`src/rtl/mac_layer_seq.sv`:
```
// Sequences a shared 8x8 signed MAC through one fully-connected layer: clear, stream, drain, scale, write.
// Optional macro RELU_EN: clamp the scaled result to [0,127] instead of signed saturation to [-128,127].
module mac_layer_seq #(
  parameter int N_IN   = 784,
  parameter int N_OUT  = 32,
  parameter int IN_AW  = 10,
  parameter int WT_AW  = 15,
  parameter int OUT_AW = 5,
  parameter int SHIFT  = 7
) (
  input  logic              clk,
  input  logic              rst_n,
  input  logic              start,
  input  logic [25:0]       mac_acc,
  output logic              mac_clr_n,
  output logic [IN_AW-1:0]  in_addr,
  output logic [WT_AW-1:0]  wt_addr,
  output logic [OUT_AW-1:0] out_addr,
  output logic [7:0]        out_data,
  output logic              out_we,
  output logic              busy,
  output logic              done,
  output logic [2:0]        dbg_state
);

  typedef enum logic [2:0] {
    S_IDLE  = 3'd0,
    S_LOAD  = 3'd1,
    S_ACC   = 3'd2,
    S_DRAIN = 3'd3,
    S_WRITE = 3'd4,
    S_FIN   = 3'd5
  } state_t;

  state_t              state_q, state_d;
  logic [IN_AW-1:0]    i_q, i_d;
  logic [OUT_AW-1:0]   n_q, n_d;
  logic [WT_AW-1:0]    wt_q, wt_d;
  logic [7:0]          out_data_q, out_data_d;
  logic signed [25:0]  acc_shifted;
  logic [7:0]          sat_val;

  assign acc_shifted = $signed(mac_acc) >>> SHIFT;

  always_comb begin
    sat_val = acc_shifted[7:0];
`ifdef RELU_EN
    if (acc_shifted < 26'sd0) begin
      sat_val = 8'h00;
    end else if (acc_shifted > 26'sd127) begin
      sat_val = 8'h7F;
    end
`else
    if (acc_shifted > 26'sd127) begin
      sat_val = 8'h7F;
    end else if (acc_shifted < -26'sd128) begin
      sat_val = 8'h80;
    end
`endif
  end

  always_ff @(posedge clk or negedge rst_n) begin
    if (!rst_n) begin
      state_q    <= S_IDLE;
      i_q        <= '0;
      n_q        <= '0;
      wt_q       <= '0;
      out_data_q <= '0;
    end else begin
      state_q    <= state_d;
      i_q        <= i_d;
      n_q        <= n_d;
      wt_q       <= wt_d;
      out_data_q <= out_data_d;
    end
  end

  // Weight address is a running counter: after the last input of neuron n it
  // sits at n*N_IN+N_IN-1, so one more increment lands on neuron n+1's row.
  always_comb begin
    state_d    = state_q;
    i_d        = i_q;
    n_d        = n_q;
    wt_d       = wt_q;
    out_data_d = out_data_q;
    case (state_q)
      S_IDLE: begin
        if (start) begin
          state_d = S_LOAD;
          i_d     = '0;
          n_d     = '0;
          wt_d    = '0;
        end
      end
      S_LOAD: begin
        state_d = S_ACC;
        i_d     = i_q + 1'b1;
        wt_d    = wt_q + 1'b1;
      end
      S_ACC: begin
        if (i_q == IN_AW'(N_IN - 1)) begin
          state_d = S_DRAIN;
        end else begin
          i_d  = i_q + 1'b1;
          wt_d = wt_q + 1'b1;
        end
      end
      S_DRAIN: begin
        state_d = S_WRITE;
      end
      S_WRITE: begin
        out_data_d = sat_val;
        if (n_q == OUT_AW'(N_OUT - 1)) begin
          state_d = S_FIN;
        end else begin
          state_d = S_LOAD;
          n_d     = n_q + 1'b1;
          i_d     = '0;
          wt_d    = wt_q + 1'b1;
        end
      end
      S_FIN: begin
        state_d = S_IDLE;
      end
      default: begin
        state_d = S_IDLE;
      end
    endcase
  end

  always_comb begin
    mac_clr_n = (state_q == S_ACC) || (state_q == S_DRAIN);
    busy      = (state_q == S_LOAD) || (state_q == S_ACC) ||
                (state_q == S_DRAIN) || (state_q == S_WRITE);
    done      = (state_q == S_FIN);
    out_we    = (state_q == S_WRITE);
    out_data  = (state_q == S_WRITE) ? sat_val : out_data_q;
    out_addr  = n_q;
    in_addr   = i_q;
    wt_addr   = wt_q;
    dbg_state = state_q;
  end

endmodule

```
`config.mk`:
```
export PLATFORM = sky130hd
export DESIGN_NAME = mac_layer_seq
export DESIGN_NICKNAME = d
export VERILOG_FILES = /design/src/rtl/mac_layer_seq.sv
export SDC_FILE = /design/constraint.sdc
export NUM_CORES = 1
export LEC_CHECK = 0
export ABC_CLOCK_PERIOD_IN_PS = 2500
export CAP_MARGIN = 20
export CORE_MARGIN = 4
export CORE_UTILIZATION = 25
export CTS_CLUSTER_DIAMETER = 60
export DETAILED_ROUTE_END_ITERATION = 7
export GPL_ROUTABILITY_DRIVEN = 0
export PLACE_DENSITY_LB_ADDON = 0.3
export SLEW_MARGIN = 10
export SYNTH_ARGS = -nofsm -noshare
export SYNTH_HDL_FRONTEND = slang
export SYNTH_SLANG_ARGS = --single-unit
```
`constraint.sdc`:
```
create_clock -name clk -period 2.5 [get_ports clk]
set_input_delay 0.375 -clock clk [delete_from_list [all_inputs] [get_ports clk]]
set_output_delay 0.375 -clock clk [all_outputs]
set_load 0.005 [all_outputs]
```
After elaboration in Yosys (flattened, before gate mapping)
Cells that the tools add are included.

cells by class
  eq/ne operators = 11
  muxes and demuxes = 18
  reductions and logical operators = 10
  order comparisons = 2
  add/subtract/negate cells = 3

operators by type and width
  kind                                                                              count
  15-bit case mux with 4 select lines                                               1
  15-bit 2-to-1 mux                                                                 3
  10-bit case mux with 4 select lines                                               1
  10-bit 2-to-1 mux                                                                 3
  8-bit 2-to-1 mux                                                                  3
  19-bit by 8-bit greater-than comparator with 1-bit output, second input constant  1
  19-bit by 8-bit < comparator with 1-bit output, second input constant             1
  15-bit by 1-bit adder with 15-bit output, second input constant                   1
  3-bit case mux with 5 select lines                                                1
  10-bit by 1-bit adder with 10-bit output, second input constant                   1
  10-bit equality test, second input constant                                       1
  5-bit 2-to-1 mux                                                                  2
  5-bit case mux with 2 select lines                                                1
  3-bit 2-to-1 mux                                                                  3
  2-bit inequality test, second input constant                                      4
  3-bit by 2-bit equality test with 1-bit output, second input constant             2
  3-bit equality test, second input constant                                        2
  5-bit by 1-bit adder with 5-bit output, second input constant                     1
  5-bit equality test, second input constant                                        1
  1-bit logical OR                                                                  4
  4-bit AND reduction                                                               1
  4-bit nonzero test                                                                1
  3-bit by 1-bit equality test with 1-bit output, second input constant             1
  3-bit logical NOT                                                                 1
  other kinds (3)                                                                   3

word-level totals
  bits of input ports = 29
  logic and storage cells = 49
  flip-flop bits (word level) = 41
  output and inout port bits = 45

Logic depth before layout (Yosys ltp)
Gate-level depths: netlist (run 1).

  word-level depth = 4
  mapped depth = 9
  mapped depth without buffers = 7

Worst setup path after synthesis (run 1)
No wires, ideal clock.

  path kind = register to register
  start = reg state_q[1], in the netlist dbg_state[1]
  end = reg i_q[6], in the netlist in_addr[6]
  clock period less this slack = 2.074 ns
  buffers on the path = 4
  cell stages (with the launch flop) = 10
  data arrival time = 1.950 ns
  library setup time = 0.124 ns
  slack = 0.426 ns
  cells stage by stage = dfrtp_1 -> buf_6 -> or3b_1 -> buf_6 -> o32ai_4 -> o22ai_2 -> buf_6 -> clkbuf_1 -> o211ai_1 -> nand2_1

on the way
  longest elaborated chain between the ends = 3
  elaborated cells on any way between the ends = 10
  those cells by class = eq/ne (6); mux (1); reduce/logical (3)

RTL lines
  item                                                                    RTL line  RTL
  start: declaration                                                      35        state_t state_q, state_d;
  start signal: assignment                                                70        state_q <= state_d;
  3-bit by 2-bit equality test with 1-bit output (tied with other cells)  86        case (state_q)
  2-bit inequality test (no line) or 4-bit nonzero test (tied branches)   --
  4-bit AND reduction (no line)                                           --
  end signal: assignment                                                  71        i_q <= i_d;
  end: declaration                                                        36        logic [IN_AW-1:0] i_q, i_d;

Parallel ways exist; a longest one is shown, timed or not.
A chain may end at the register's enable or synchronous reset.

Final worst setup path (run 1)
  start = in mac_acc[15]
  end = out out_data[7]

on the way
  longest elaborated chain between the ends = 4
  elaborated cells on any way between the ends = 5
  those cells by class = order compare (2); mux (3)

RTL lines
  item                                            RTL line  RTL
  start: declaration                              14        input logic [25:0] mac_acc,
  19-bit by 8-bit < comparator with 1-bit output  56        end else if (acc_shifted < -26'sd128) begin
  8-bit 2-to-1 mux                                56
  8-bit 2-to-1 mux *                              54        if (acc_shifted > 26'sd127) begin
  8-bit 2-to-1 mux *                              137       out_data = (state_q == S_WRITE) ? sat_val : out_data_q;
  end: declaration                                19        output logic [7:0] out_data,

Every way passes the cells marked *; elsewhere a longest branch is shown, timed or not.

==> results of run 1 <==
[what timing repair did]
action / 4_1_cts / 5_1_grt
resized for setup: 10 / 15
setup buffers: 0 / 6
cloned: 0 / 0
pin swaps: 2 / 9
setup endpoints to repair: 8 / 11
[power breakdown]
part | total, mW | internal, mW | switching, mW
combinational | 0.0645 | 0.0364 | 0.0281
clock | 0.555 | 0.326 | 0.230
sequential | 0.662 | 0.662 | 0
total | 1.28 | 1.02 | 0.258
[worst max-delay path: stages]
cell and delay (ns):
sky130_fd_sc_hd__clkdlybuf4s50_1 0.48, sky130_fd_sc_hd__nand3_1 0.09, sky130_fd_sc_hd__o31ai_2 0.27, sky130_fd_sc_hd__nand2_2 0.16, sky130_fd_sc_hd__buf_4 0.16, sky130_fd_sc_hd__a21oi_1 0.11
sky130_fd_sc_hd__nor2_1 0.06, sky130_fd_sc_hd__dlygate4sd2_1 0.26
[logic make-up (layout without fill, tap and decap cells)]
kind of cell	count (synthesis)	in the layout	synth area share, %
AND/OR/NAND/NOR	96	96	23.78
AO/OA/AOI/OAI	66	66	20.37
flip-flops	41	41	47.45
buffers and inverters	14	108	3.877
adder cells (fa/ha/maj)	4	4	2.315
XOR/XNOR	3	3	1.215
multiplexers	2	2	0.9838
[state kept, by name, summed over array words and instances (netlist names)]
name,count
out_data_q,8
wt_addr,15
in_addr,10
dbg_state,3
out_addr,5
[path summary, 6_finish.rpt]
kind | start | to | slack [ns] | depth (start not counted)
min | rst_n | wt_addr[12]$_DFFE_PN0P_ | 0.06 | 2
max reg2reg | out_addr[0]$_DFFE_PN0P_ | wt_addr[14]$_DFFE_PN0P_ | 0.20 | 7
max | mac_acc[15] | out_data[7] | 0.15 | 8
min in group clk | out_data_q[4]$_DFF_PN0_ | out_data_q[4]$_DFF_PN0_ | 0.47 | 2
min reg2reg | out_data_q[4]$_DFF_PN0_ | out_data_q[4]$_DFF_PN0_ | 0.47 | 2
max in group asynchronous | rst_n | wt_addr[1]$_DFFE_PN0P_ | 2.22 | 2
[metrics by stage]
stage | power (mW) | TNS (ns) | instance area [um^2] | util (%)
after floorplan | 0.6820 | 0 | 2162 | -
after global placement | 0.7389 | -0.9600 | 3059 | 36.86
after detailed placement | 0.7391 | -0.7422 | 3059 | 36.86
after CTS | 1.302 | -0.02308 | 3182 | 38.34
after global routing | 1.335 | 0 | 3278 | 39.50
final | 1.282 | 0 | 3278 | 39.50
[layer usage]
layer / up-vias / global-route usage (%) / share of wire (%)
met3: 4 / 3.806 / 6.3
met2: 50 / 18.23 / 48
met4: 0 / 2.761 / 0.55
met1: 961 / 15.39 / 45
met5: - / 0 / 0
li1: 1027 / - / -
[cell usage after synthesis, types with 2 or more instances]
| library cell | number |
|---|---|
| sky130_fd_sc_hd__dfrtp_1 | 41 |
| sky130_fd_sc_hd__o21ai_0 | 23 |
| sky130_fd_sc_hd__nand2_1 | 22 |
| sky130_fd_sc_hd__a21oi_1 | 18 |
| sky130_fd_sc_hd__nor2_1 | 18 |
| sky130_fd_sc_hd__or3_1 | 12 |
| sky130_fd_sc_hd__nand3_1 | 10 |
| sky130_fd_sc_hd__nand4_1 | 7 |
| sky130_fd_sc_hd__or4_1 | 7 |
| sky130_fd_sc_hd__inv_1 | 6 |
| sky130_fd_sc_hd__o31ai_1 | 5 |
| sky130_fd_sc_hd__a22o_1 | 4 |
| sky130_fd_sc_hd__and3_1 | 4 |
| sky130_fd_sc_hd__buf_6 | 4 |
| sky130_fd_sc_hd__ha_1 | 4 |
| sky130_fd_sc_hd__nor4_1 | 4 |
| sky130_fd_sc_hd__nor3_1 | 3 |
| sky130_fd_sc_hd__o211ai_1 | 3 |
| sky130_fd_sc_hd__and2_1 | 2 |
| sky130_fd_sc_hd__clkbuf_1 | 2 |
| sky130_fd_sc_hd__o21a_1 | 2 |
| sky130_fd_sc_hd__o21bai_1 | 2 |
| sky130_fd_sc_hd__o221ai_2 | 2 |
| sky130_fd_sc_hd__o22ai_2 | 2 |
| sky130_fd_sc_hd__xnor2_1 | 2 |
[area by class of cell]
type,instances,area [um^2]
multi-input cells,171,1100
fillers,841,5021
well taps,105,131.4
flip-flops and latches,41,1026
clock buffers,7,86.33
inverters,6,22.52
repair buffers,94,882.1
clock inverters,1,30.03
==> reports/results.env, run 1 <==
STATUS='finished, final reports clean'
SYNTH.TOP_CELL.AREA_SHARE_PCT=47.45
ANTENNA_FOUND_INITIAL=0
SETUP_REPAIR_AFTER_GLOBAL_ROUTING_MISSED_ITS_MARGIN='no'
SETUP_SLACK_NS=0.1452
TIMING.MAX_SLEW.REL_SLACK_PCT=64.85
AREA_GROWTH_PCT=51.62
PLACEMENT.IO_BUFFERS=66
TIMING.HOLD.WORST.CLASS='in -> async'
PATH_CLASS='in -> out'
CTS_TREE='yes'
VIAS_IN_THE_FIRST_GLOBAL_ROUTE=1943
SYNTHESIS.AREA_PER_INSTANCE_UM2=9.567
SYN_INST=226
CRITICAL_PATH_ENDPOINT_CATEGORY='output pin'
CTSHTREEMAXLEVEL=2
WORST_EP_ARRIVAL_TIME_NS=1.98
CTS_BUFFERS=5
FINAL_SKEW_NS=0.008587
CTS.PATH.MAX_BUFFERS=2
LARGEST_AREA_CONTRIBUTOR_IN_THE_NETLIST='sky130_fd_sc_hd__dfrtp_1'
DIE-HEIGHT_UM=101.0
YS_SEQ_ELEMENTS=41
FINAL_CELL_MIX='sky130_fd_sc_hd__clkdlybuf4s50_1 (57), sky130_fd_sc_hd__dfrtp_1 (41), sky130_fd_sc_hd__buf_4 (28)'
MOSTFREQUENTLAYOUTCELL='sky130_fd_sc_hd__clkdlybuf4s50_1'
WORST_SETUP_HOLD_PATH_CLK_SLEW_NS=0.08
POWER.STATIC_LEAKAGE_nW=1.341
NUMBER_OF_ENABLE_FLIP_FLOP_CELLS_AFTER_SYNTHESIS=0
INITIAL_CORE_UTIL_PCT=26.05
VIAS=2042
GRT-OVFL-TOTAL=0
POWER_PER_CELL_AREA_nW_PER_UM2=391.2
POST_ROUTE_CELLS_DRIVE_ABOVE_1_SHARE_PCT=16.56
GRT.TOTAL_USAGE_PCT=11.57
SETUP_VIOL=0
NUM_ANTENNA_CELLS=0
MAXCAPVIOLATIONS=0
GRT_START_MAX_NET_PINS=24
DRTPASS1ITERATIONS=4
NUM_IO_PINS=74
GRT_PASS1_WL_UM=9466
ANTENNA_LEFT=0
SYNTH.CELL_AREA_UM2=2162
POSTSYNTH.TOPFLOPCELL='sky130_fd_sc_hd__dfrtp_1'
CORE_AREA_UM2=8299
FINALNONFILLERCELLS=425
LIBRARY_CELLS_USED_BY_SYNTHESIS=42
DRV_SLEW=0
DRT-WIRELENGTH-PER-CELL_UM=13.78
SYNTH_SEQ_AREA_SHARE_PCT=47.45
CRITICAL_PATH_REQUIRED_NS=2.12
CHIPWIDTH_UM=101.0
FINAL_MIN_PERIOD_OVER_CLOCK_PERIOD_PCT=94.19
ASYNC_FLOP_SHARE_PCT=100.0
START_KIND='input pin'
FINALWIRELENGTH_UM=5856
FMAX_ACHIEVED_MHz=424.7
HOLD_WORST_SLACK_NS=0.05673
INITIALDRTVIOLATIONCOUNT=50
DP.CELLS=411
SYNTH.NET_COUNT=259
FINALNETCOUNT=352
TIMING_WORST_SLEW_PIN_VALUE_NS=0.5273
MAX-VDD-IR-DROP_mV=0.1898
DP_WORST_SETUP_SLACK_NS=-0.1207
HPWL_UM=4328
TIMING.FINAL.HOLD_VIOLATIONS=0
SYNTHESIS.YOSYS.WARNINGS=0
TIMING.CRITICAL_PATH.FANOUT_MAX=7
CLK_LATENCY_NS=0.29
CLOCK_SINK_TOTAL=41
ROOT_CELL_OF_THE_CLOCK_TREE='sky130_fd_sc_hd__clkbuf_8'
POST_DRT_VIA_CELL_RATIO=4.805
REMAINING_DRC_ERRORS=0
DESIGN.DIE.AREA_UM2=10200
PLACEMENT_ROWS=33
SYNTH.TOP_CELLS.BY_AREA='sky130_fd_sc_hd__dfrtp_1 (47%), sky130_fd_sc_hd__o21ai_0 (5.3%), sky130_fd_sc_hd__a21oi_1 (4.2%), sky130_fd_sc_hd__nand2_1 (3.8%), sky130_fd_sc_hd__or3_1 (3.5%)'
HOLD_BUFFERS=0
PERIOD_MINUS_SLACK_NS=2.355
No activity file was read; power rests on OpenSTA's default activity.
==> run 2: changes to the inputs <==
- GPL_TIMING_DRIVEN: not set -> 1
- PLACE_DENSITY: not set -> 0.49
- PLACE_DENSITY_LB_ADDON: 0.3 -> not set
==> reports/results.env, run 2 (synthesized netlist as in run 1, its figures left out) <==
FINAL_MIN_PERIOD_OVER_CLOCK_PERIOD_PCT=96.96  # +2.8 points
WORST_SETUP_HOLD_PATH_CLK_SLEW_NS=0.08  # about the same
GR-USAGE-MET3_PCT=3.875  # +0.069 points
INITIAL_CORE_UTIL_PCT=26.05  # unchanged
POWER_PER_CELL_AREA_nW_PER_UM2=393.2  # +0.50%
TIMING.HOLD.WORST.CLASS='in -> async'
PERIOD_MINUS_SLACK_NS=2.424  # +0.06918 ns
FINALNETCOUNT=353  # +0.28%
CRITICAL_PATH_REQUIRED_NS=2.12  # about the same
CRITICAL_PATH_ENDPOINT_CATEGORY='output pin'
CHIPWIDTH_UM=101.0  # unchanged
GRT_START_MAX_NET_PINS=42  # +75%
GRT_PASS1_WL_UM=9522  # +0.59%
SEQPWRFRAC_PCT=51.4  # -0.3 points
SETUP_REPAIR_AFTER_GLOBAL_ROUTING_MISSED_ITS_MARGIN='yes'
SETUP_VIOL=0  # unchanged
WORST_EP_ARRIVAL_TIME_NS=2.05  # +0.07 ns
HPWL_UM=4262  # -1.5%
CTS_BUFFERS=5  # unchanged
STATUS='finished, final reports clean'
GRT.MET1_USAGE_PCT=15.00  # -0.39 points
ANTENNA_LEFT=0  # unchanged
PWR-SHARE-CLK_PCT=43.4  # about the same
POST_ROUTE_CELLS_DRIVE_ABOVE_1_SHARE_PCT=17.76  # +1.2 points
MOSTFREQUENTLAYOUTCELL='sky130_fd_sc_hd__clkdlybuf4s50_1'
CTS_TREE='yes'
INITIALDRTVIOLATIONCOUNT=47  # -6.0%
GLOBAL_ROUTE.PEAK_USAGE_LAYER='met2'
DRTPASS1ITERATIONS=4  # unchanged
VIAS_IN_THE_FIRST_GLOBAL_ROUTE=1993  # +2.6%
TIMING.CRITICAL_PATH.SLOWEST_CELL_DELAY_NS=0.47  # about the same
MAX_FFS_PER_REGISTER=15  # unchanged
FINALWIRELENGTH_UM=5822  # -0.58%
DESIGN.DIE.AREA_UM2=10200  # unchanged
MAXCAPVIOLATIONS=0  # unchanged
TIMING.MAX_SLEW.REL_SLACK_PCT=58.40  # -6.4 points
POST_DRT_VIA_CELL_RATIO=4.857  # +1.1%
FINAL_SKEW_NS=0.01121  # +0.002620 ns
TIMING.CRITICAL_PATH.FANOUT_MAX=8  # +1
NUM_ANTENNA_CELLS=0  # unchanged
MET2_USAGE_PCT=18.99  # +0.76 points
CTS.PATH.MAX_BUFFERS=2  # unchanged
NUM_IO_PINS=74  # unchanged
MOST_FREQUENT_CELL_ON_THE_CRITICAL_PATH='sky130_fd_sc_hd__clkdlybuf4s50_1'
CLK_LATENCY_NS=0.29  # about the same
DRV_SLEW=0  # unchanged
SWITCHING_SHARE_PCT=20.35  # +0.25 points
START_KIND='input pin'
PLACEMENT.IO_BUFFERS=66  # unchanged
DIE-HEIGHT_UM=101.0  # unchanged
VIAS=2069  # +1.3%
CLOCK_SINK_TOTAL=41  # unchanged
PATH_CLASS='in -> out'
INTERNAL_POWER_mW=1.026  # +0.16%
FINAL_CELL_MIX='sky130_fd_sc_hd__clkdlybuf4s50_1 (58), sky130_fd_sc_hd__dfrtp_1 (41), sky130_fd_sc_hd__buf_4 (28)'
CORE_AREA_UM2=8299  # unchanged
WORSTPATHCELLLIST='clkdlybuf4s50_1, nand3_1, o31ai_2, nand2_2, a21oi_1, nor2_1, clkdlybuf4s50_1'
FINAL_CORE_UTIL_PCT=39.48  # about the same
TIMING.FINAL.HOLD_VIOLATIONS=0  # unchanged
COMB_POWER_SHARE_PCT=5.1  # about the same
POWER.STATIC_LEAKAGE_nW=1.354  # +1.0%
GRT-OVFL-TOTAL=0  # unchanged
GRT.TOTAL_USAGE_PCT=11.58  # +0.016 points
MAX-VDD-IR-DROP_mV=0.1802  # -5.1%
DRT-WIRELENGTH-PER-CELL_UM=13.67  # -0.81%
PLACEMENT_ROWS=33  # unchanged
HOLD_BUFFERS=0  # unchanged
POWER_SWITCHING_uW=262.2  # +1.7%
TIMING_WORST_SLEW_PIN_VALUE_NS=0.6240  # +0.09673 ns
ROOT_CELL_OF_THE_CLOCK_TREE='sky130_fd_sc_hd__clkbuf_8'
CTSHTREEMAXLEVEL=2  # unchanged
AREA_GROWTH_PCT=51.56  # about the same
ANTENNA_FOUND_INITIAL=0  # unchanged
WORST_PATH_MAX_DELAY_CELL='sky130_fd_sc_hd__clkdlybuf4s50_1'
HOLD_WORST_SLACK_NS=0.04757  # -0.009154 ns
FMAX_ACHIEVED_MHz=412.5  # -2.9%
REMAINING_DRC_ERRORS=0  # unchanged
## run 2: per-layer routing
metal	part of all wire, %	vias to the layer above
li1	-	1034
met1	45	983
met2	48	52
met3	6.9	0
met4	0	0
met5	0	-
## run 2: layout make-up
class / instances / area, um^2
fillers: 841 / 5022
repair buffers: 95 / 882.1
multi-input cells: 171 / 1099
inverters: 6 / 22.52
clock inverters: 1 / 30.03
clock buffers: 7 / 86.33
well taps: 105 / 131.4
flip-flops and latches: 41 / 1026
## run 2: power groups by stage
| stage | clock, mW | combinational (mW) | sequential (mW) |
|---|---|---|---|
| after CTS | 0.577 | 0.0675 | 0.662 |
| after detailed placement | 0 | 0.0649 | 0.676 |
| after global routing | 0.616 | 0.0735 | 0.663 |
| after global placement | 0 | 0.0649 | 0.676 |
| final | 0.560 | 0.0663 | 0.662 |
| after floorplan | 0 | 0.00613 | 0.676 |
## run 2: worst paths after layout
check | start | endpoint | slack, ns | depth (start not counted)
worst max-delay path | mac_acc[16] | out_data[7] | 0.08 | 7
worst min-delay path | rst_n | wt_addr[10]$_DFFE_PN0P_ | 0.05 | 2
worst max register to register | out_addr[0]$_DFFE_PN0P_ | in_addr[2]$_DFFE_PN0P_ | 0.22 | 8
worst min register to register | out_data_q[3]$_DFF_PN0_ | out_data_q[3]$_DFF_PN0_ | 0.47 | 2
max in group asynchronous | rst_n | dbg_state[0]$_DFFE_PN0P_ | 2.24 | 2
min in group clk | out_data_q[3]$_DFF_PN0_ | out_data_q[3]$_DFF_PN0_ | 0.47 | 2
## run 2: stage by stage
| step | std cells | setup TNS [ns] | power, mW | setup slack [ns] | instance area, um^2 |
|---|---|---|---|---|---|
| after floorplan | 226 | 0 | 0.6820 | 0.4261 | 2162 |
| after global placement | 409 | -0.7414 | 0.7406 | -0.1297 | 3057 |
| after detailed placement | 409 | -0.8718 | 0.7406 | -0.1450 | 3057 |
| after CTS | 421 | 0 | 1.307 | 0.003422 | 3232 |
| after global routing | 426 | -0.07061 | 1.352 | -0.06815 | 3277 |
| final | 426 | 0 | 1.288 | 0.07602 | 3277 |
## run 2: what timing repair did
| item | CTS | global route |
|---|---|---|
| pin swaps | 9 | 3 |
| buffers inserted | 4 | 5 |
| resized for setup | 20 | 9 |
| endpoints found under the setup margin | 7 | 4 |
| gates cloned | 0 | 0 |
## run 2: critical path, delay by kind of cell
kind | cells | cell delay [ns]
buffers and inverters | 2 | 0.92
and+or+nand+nor | 3 | 0.33
AOI/OAI and AO/OA | 2 | 0.43
==> run 3: changes to the inputs <==
- ABC_CLOCK_PERIOD_IN_PS: 2500 -> 2300
- TNS_END_PERCENT: not set -> 100
- clock period: 2.5 -> 2.3 ns (I/O delays scaled with it)
==> reports/results.env, run 3 (synthesized netlist as in run 1, its figures left out) <==
VIOLATED_CHECKS='setup timing'
SETUP_VIOL=3  # +3
START_KIND='input pin'
CTS_TREE='yes'
CLOCK_SINK_TOTAL=41  # unchanged
HPWL_UM=4425  # +3.8%
CORE_AREA_UM2=8299  # unchanged
STATUS='finished, violations left'
VIAS=2106  # +1.8%
SETUP_REPAIR_AFTER_GLOBAL_ROUTING_MISSED_ITS_MARGIN='yes'
CTS_BUFFERS=5  # unchanged
MAX_FFS_PER_REGISTER=15  # unchanged
POST_DRT_VIA_CELL_RATIO=4.909  # +1.1%
INITIAL_CORE_UTIL_PCT=26.05  # unchanged
MAXCAPVIOLATIONS=0  # unchanged
MOSTFREQUENTLAYOUTCELL='sky130_fd_sc_hd__clkdlybuf4s50_1'
POWER.STATIC_LEAKAGE_nW=1.372  # +1.3%
TIMING.CRITICAL_PATH.SLOWEST_CELL_DELAY_NS=0.54  # +0.07 ns
SETUP_TOTAL_NEGATIVE_SLACK_NS=-0.4318  # -0.4318 ns
FINALNETCOUNT=358  # +1.4%
WORST_EP_ARRIVAL_TIME_NS=2.10  # +0.05 ns
PATH_CLASS='in -> out'
POST_ROUTE_CELLS_DRIVE_ABOVE_1_SHARE_PCT=19.14  # +1.4 points
DRT-WIRELENGTH-PER-CELL_UM=13.85  # +1.3%
DESIGN.DIE.AREA_UM2=10200  # unchanged
DP_WORST_SETUP_SLACK_NS=-0.2775  # -0.1325 ns
SETUP_SLACK_NS=-0.1470  # -0.2230 ns
DIE-HEIGHT_UM=101.0  # unchanged
WORST_PATH_MAX_DELAY_CELL='sky130_fd_sc_hd__clkdlybuf4s50_1'
FINAL_MIN_PERIOD_OVER_CLOCK_PERIOD_PCT=106.4
AREA_GROWTH_PCT=54.28
GRT-OVFL-TOTAL=0  # unchanged
PLACEMENT.IO_BUFFERS=66  # unchanged
NUM_ANTENNA_CELLS=0  # unchanged
GRT.TOTAL_USAGE_PCT=11.69  # +0.11 points
ANTENNA_LEFT=0  # unchanged
ROOT_CELL_OF_THE_CLOCK_TREE='sky130_fd_sc_hd__clkbuf_8'
DRV_SLEW=0  # unchanged
CHIPWIDTH_UM=101.0  # unchanged
TIMING.FINAL.HOLD_VIOLATIONS=0  # unchanged
POWER_PER_CELL_AREA_nW_PER_UM2=371.1  # -5.6%
PERIOD_MINUS_SLACK_NS=2.447
CRITICAL_PATH_ENDPOINT_CATEGORY='output pin'
WORST_SETUP_HOLD_PATH_CLK_SLEW_NS=0.08  # about the same
DRTPASS1ITERATIONS=4  # unchanged
REMAINING_DRC_ERRORS=0  # unchanged
CTS.PATH.MAX_BUFFERS=2  # unchanged
FINAL_SKEW_NS=0.008856  # -0.002350 ns
FINALWIRELENGTH_UM=5941  # +2.0%
TIMING.HOLD.WORST.CLASS='in -> async'
INITIALDRTVIOLATIONCOUNT=57  # +21%
HOLD_BUFFERS=0  # unchanged
VIAS_IN_THE_FIRST_GLOBAL_ROUTE=1995  # +0.10%
CLK_LATENCY_NS=0.29  # about the same
PLACEMENT_ROWS=33  # unchanged
GRT_START_MAX_NET_PINS=22  # -48%
TIMING.CRITICAL_PATH.FANOUT_MAX=8  # unchanged
MOST_FREQUENT_CELL_ON_THE_CRITICAL_PATH='sky130_fd_sc_hd__clkdlybuf4s50_1'
MAX-VDD-IR-DROP_mV=0.1778  # -1.3%
NUM_IO_PINS=74  # unchanged
GRT_PASS1_WL_UM=9653  # +1.4%
TIMING_WORST_SLEW_PIN_VALUE_NS=0.5301  # -0.09395 ns
CTSHTREEMAXLEVEL=2  # unchanged
CRITICAL_PATH_REQUIRED_NS=1.96  # -0.16 ns
WORSTPATHCELLLIST='clkdlybuf4s50_1, nand4_1, o31ai_2, nand2_4, o21ai_2, clkdlybuf4s50_1'
ANTENNA_FOUND_INITIAL=0  # unchanged
HOLD_WORST_SLACK_NS=0.02989  # -0.01768 ns
FMAX_ACHIEVED_MHz=408.7
FINALNONFILLERCELLS=429  # +0.70%
TIMING.MAX_SLEW.REL_SLACK_PCT=64.66  # +6.3 points
FINAL_CELL_MIX='sky130_fd_sc_hd__clkdlybuf4s50_1 (60), sky130_fd_sc_hd__dfrtp_1 (41), sky130_fd_sc_hd__buf_4 (30)'
DP.CELLS=416  # +1.7%
run 3: layer usage:
| layer | up-vias | routed length (um) | GRT usage [%] | share of wire, % |
|---|---|---|---|---|
| met1 | 1007 | 2676 | 15.50 | 45 |
| met5 | - | 0 | 0 | 0 |
| met2 | 56 | 2791 | 18.28 | 47 |
| met4 | 0 | 29 | 2.761 | 0.49 |
| met3 | 2 | 444 | 4.152 | 7.5 |
| li1 | 1041 | - | - | - |
run 3: report_power, final:
part / total (mW) / switching, mW / internal, mW
Combinational: 0.0719 / 0.0311 / 0.0409
Sequential: 0.720 / 0 / 0.720
Clock: 0.446 / 0.246 / 0.200
Total: 1.24 / 0.277 / 0.961
run 3: cell type report:
type                    instances  area, um^2
clock buffers                   5       68.82
well taps                     105       131.4
repair buffers                100       952.2
flip-flops and latches         41        1026
inverters                       6       22.52
multi-input cells             171        1130
fillers                       852        4964
clock inverters                 1       5.005
run 3: critical path: cells and delay by family:
kind / cells / cell delay, ns
buffers and inverters: 2 / 1.01
AND/OR/NAND/NOR: 2 / 0.25
AO/OA/AOI/OAI: 2 / 0.50
run 3: path summary, 6_finish.rpt:
kind	startpoint	end	slack, ns	cells after the start
setup reg to reg	out_addr[0]$_DFFE_PN0P_	in_addr[8]$_DFFE_PN0P_	0.10	9
hold reg to reg	out_data_q[1]$_DFF_PN0_	out_data_q[1]$_DFF_PN0_	0.47	2
hold / removal	rst_n	in_addr[0]$_DFFE_PN0P_	0.03	1
min in group clk	out_data_q[1]$_DFF_PN0_	out_data_q[1]$_DFF_PN0_	0.47	2
setup / recovery	mac_acc[20]	out_data[5]	-0.15	6
max in group asynchronous	rst_n	wt_addr[2]$_DFFE_PN0P_	1.77	2
run 3: timing repair:
| item | CTS | global route |
|---|---|---|
| gates resized for setup | 10 | 20 |
| pin swaps | 0 | 9 |
| gates cloned | 0 | 0 |
| endpoints found under the setup margin | 8 | 13 |
| setup buffers | 0 | 7 |
run 3: through the flow:
stage / utilization (%) / area, um^2 / total power [mW]
finish: 40.19 / 3336 / 1.238
detailed placement: 37.61 / 3122 / 0.8050
floorplan: - / 2162 / 0.7414
CTS: 38.58 / 3202 / 1.261
global placement: 37.61 / 3122 / 0.8047
global route: 40.19 / 3336 / 1.286
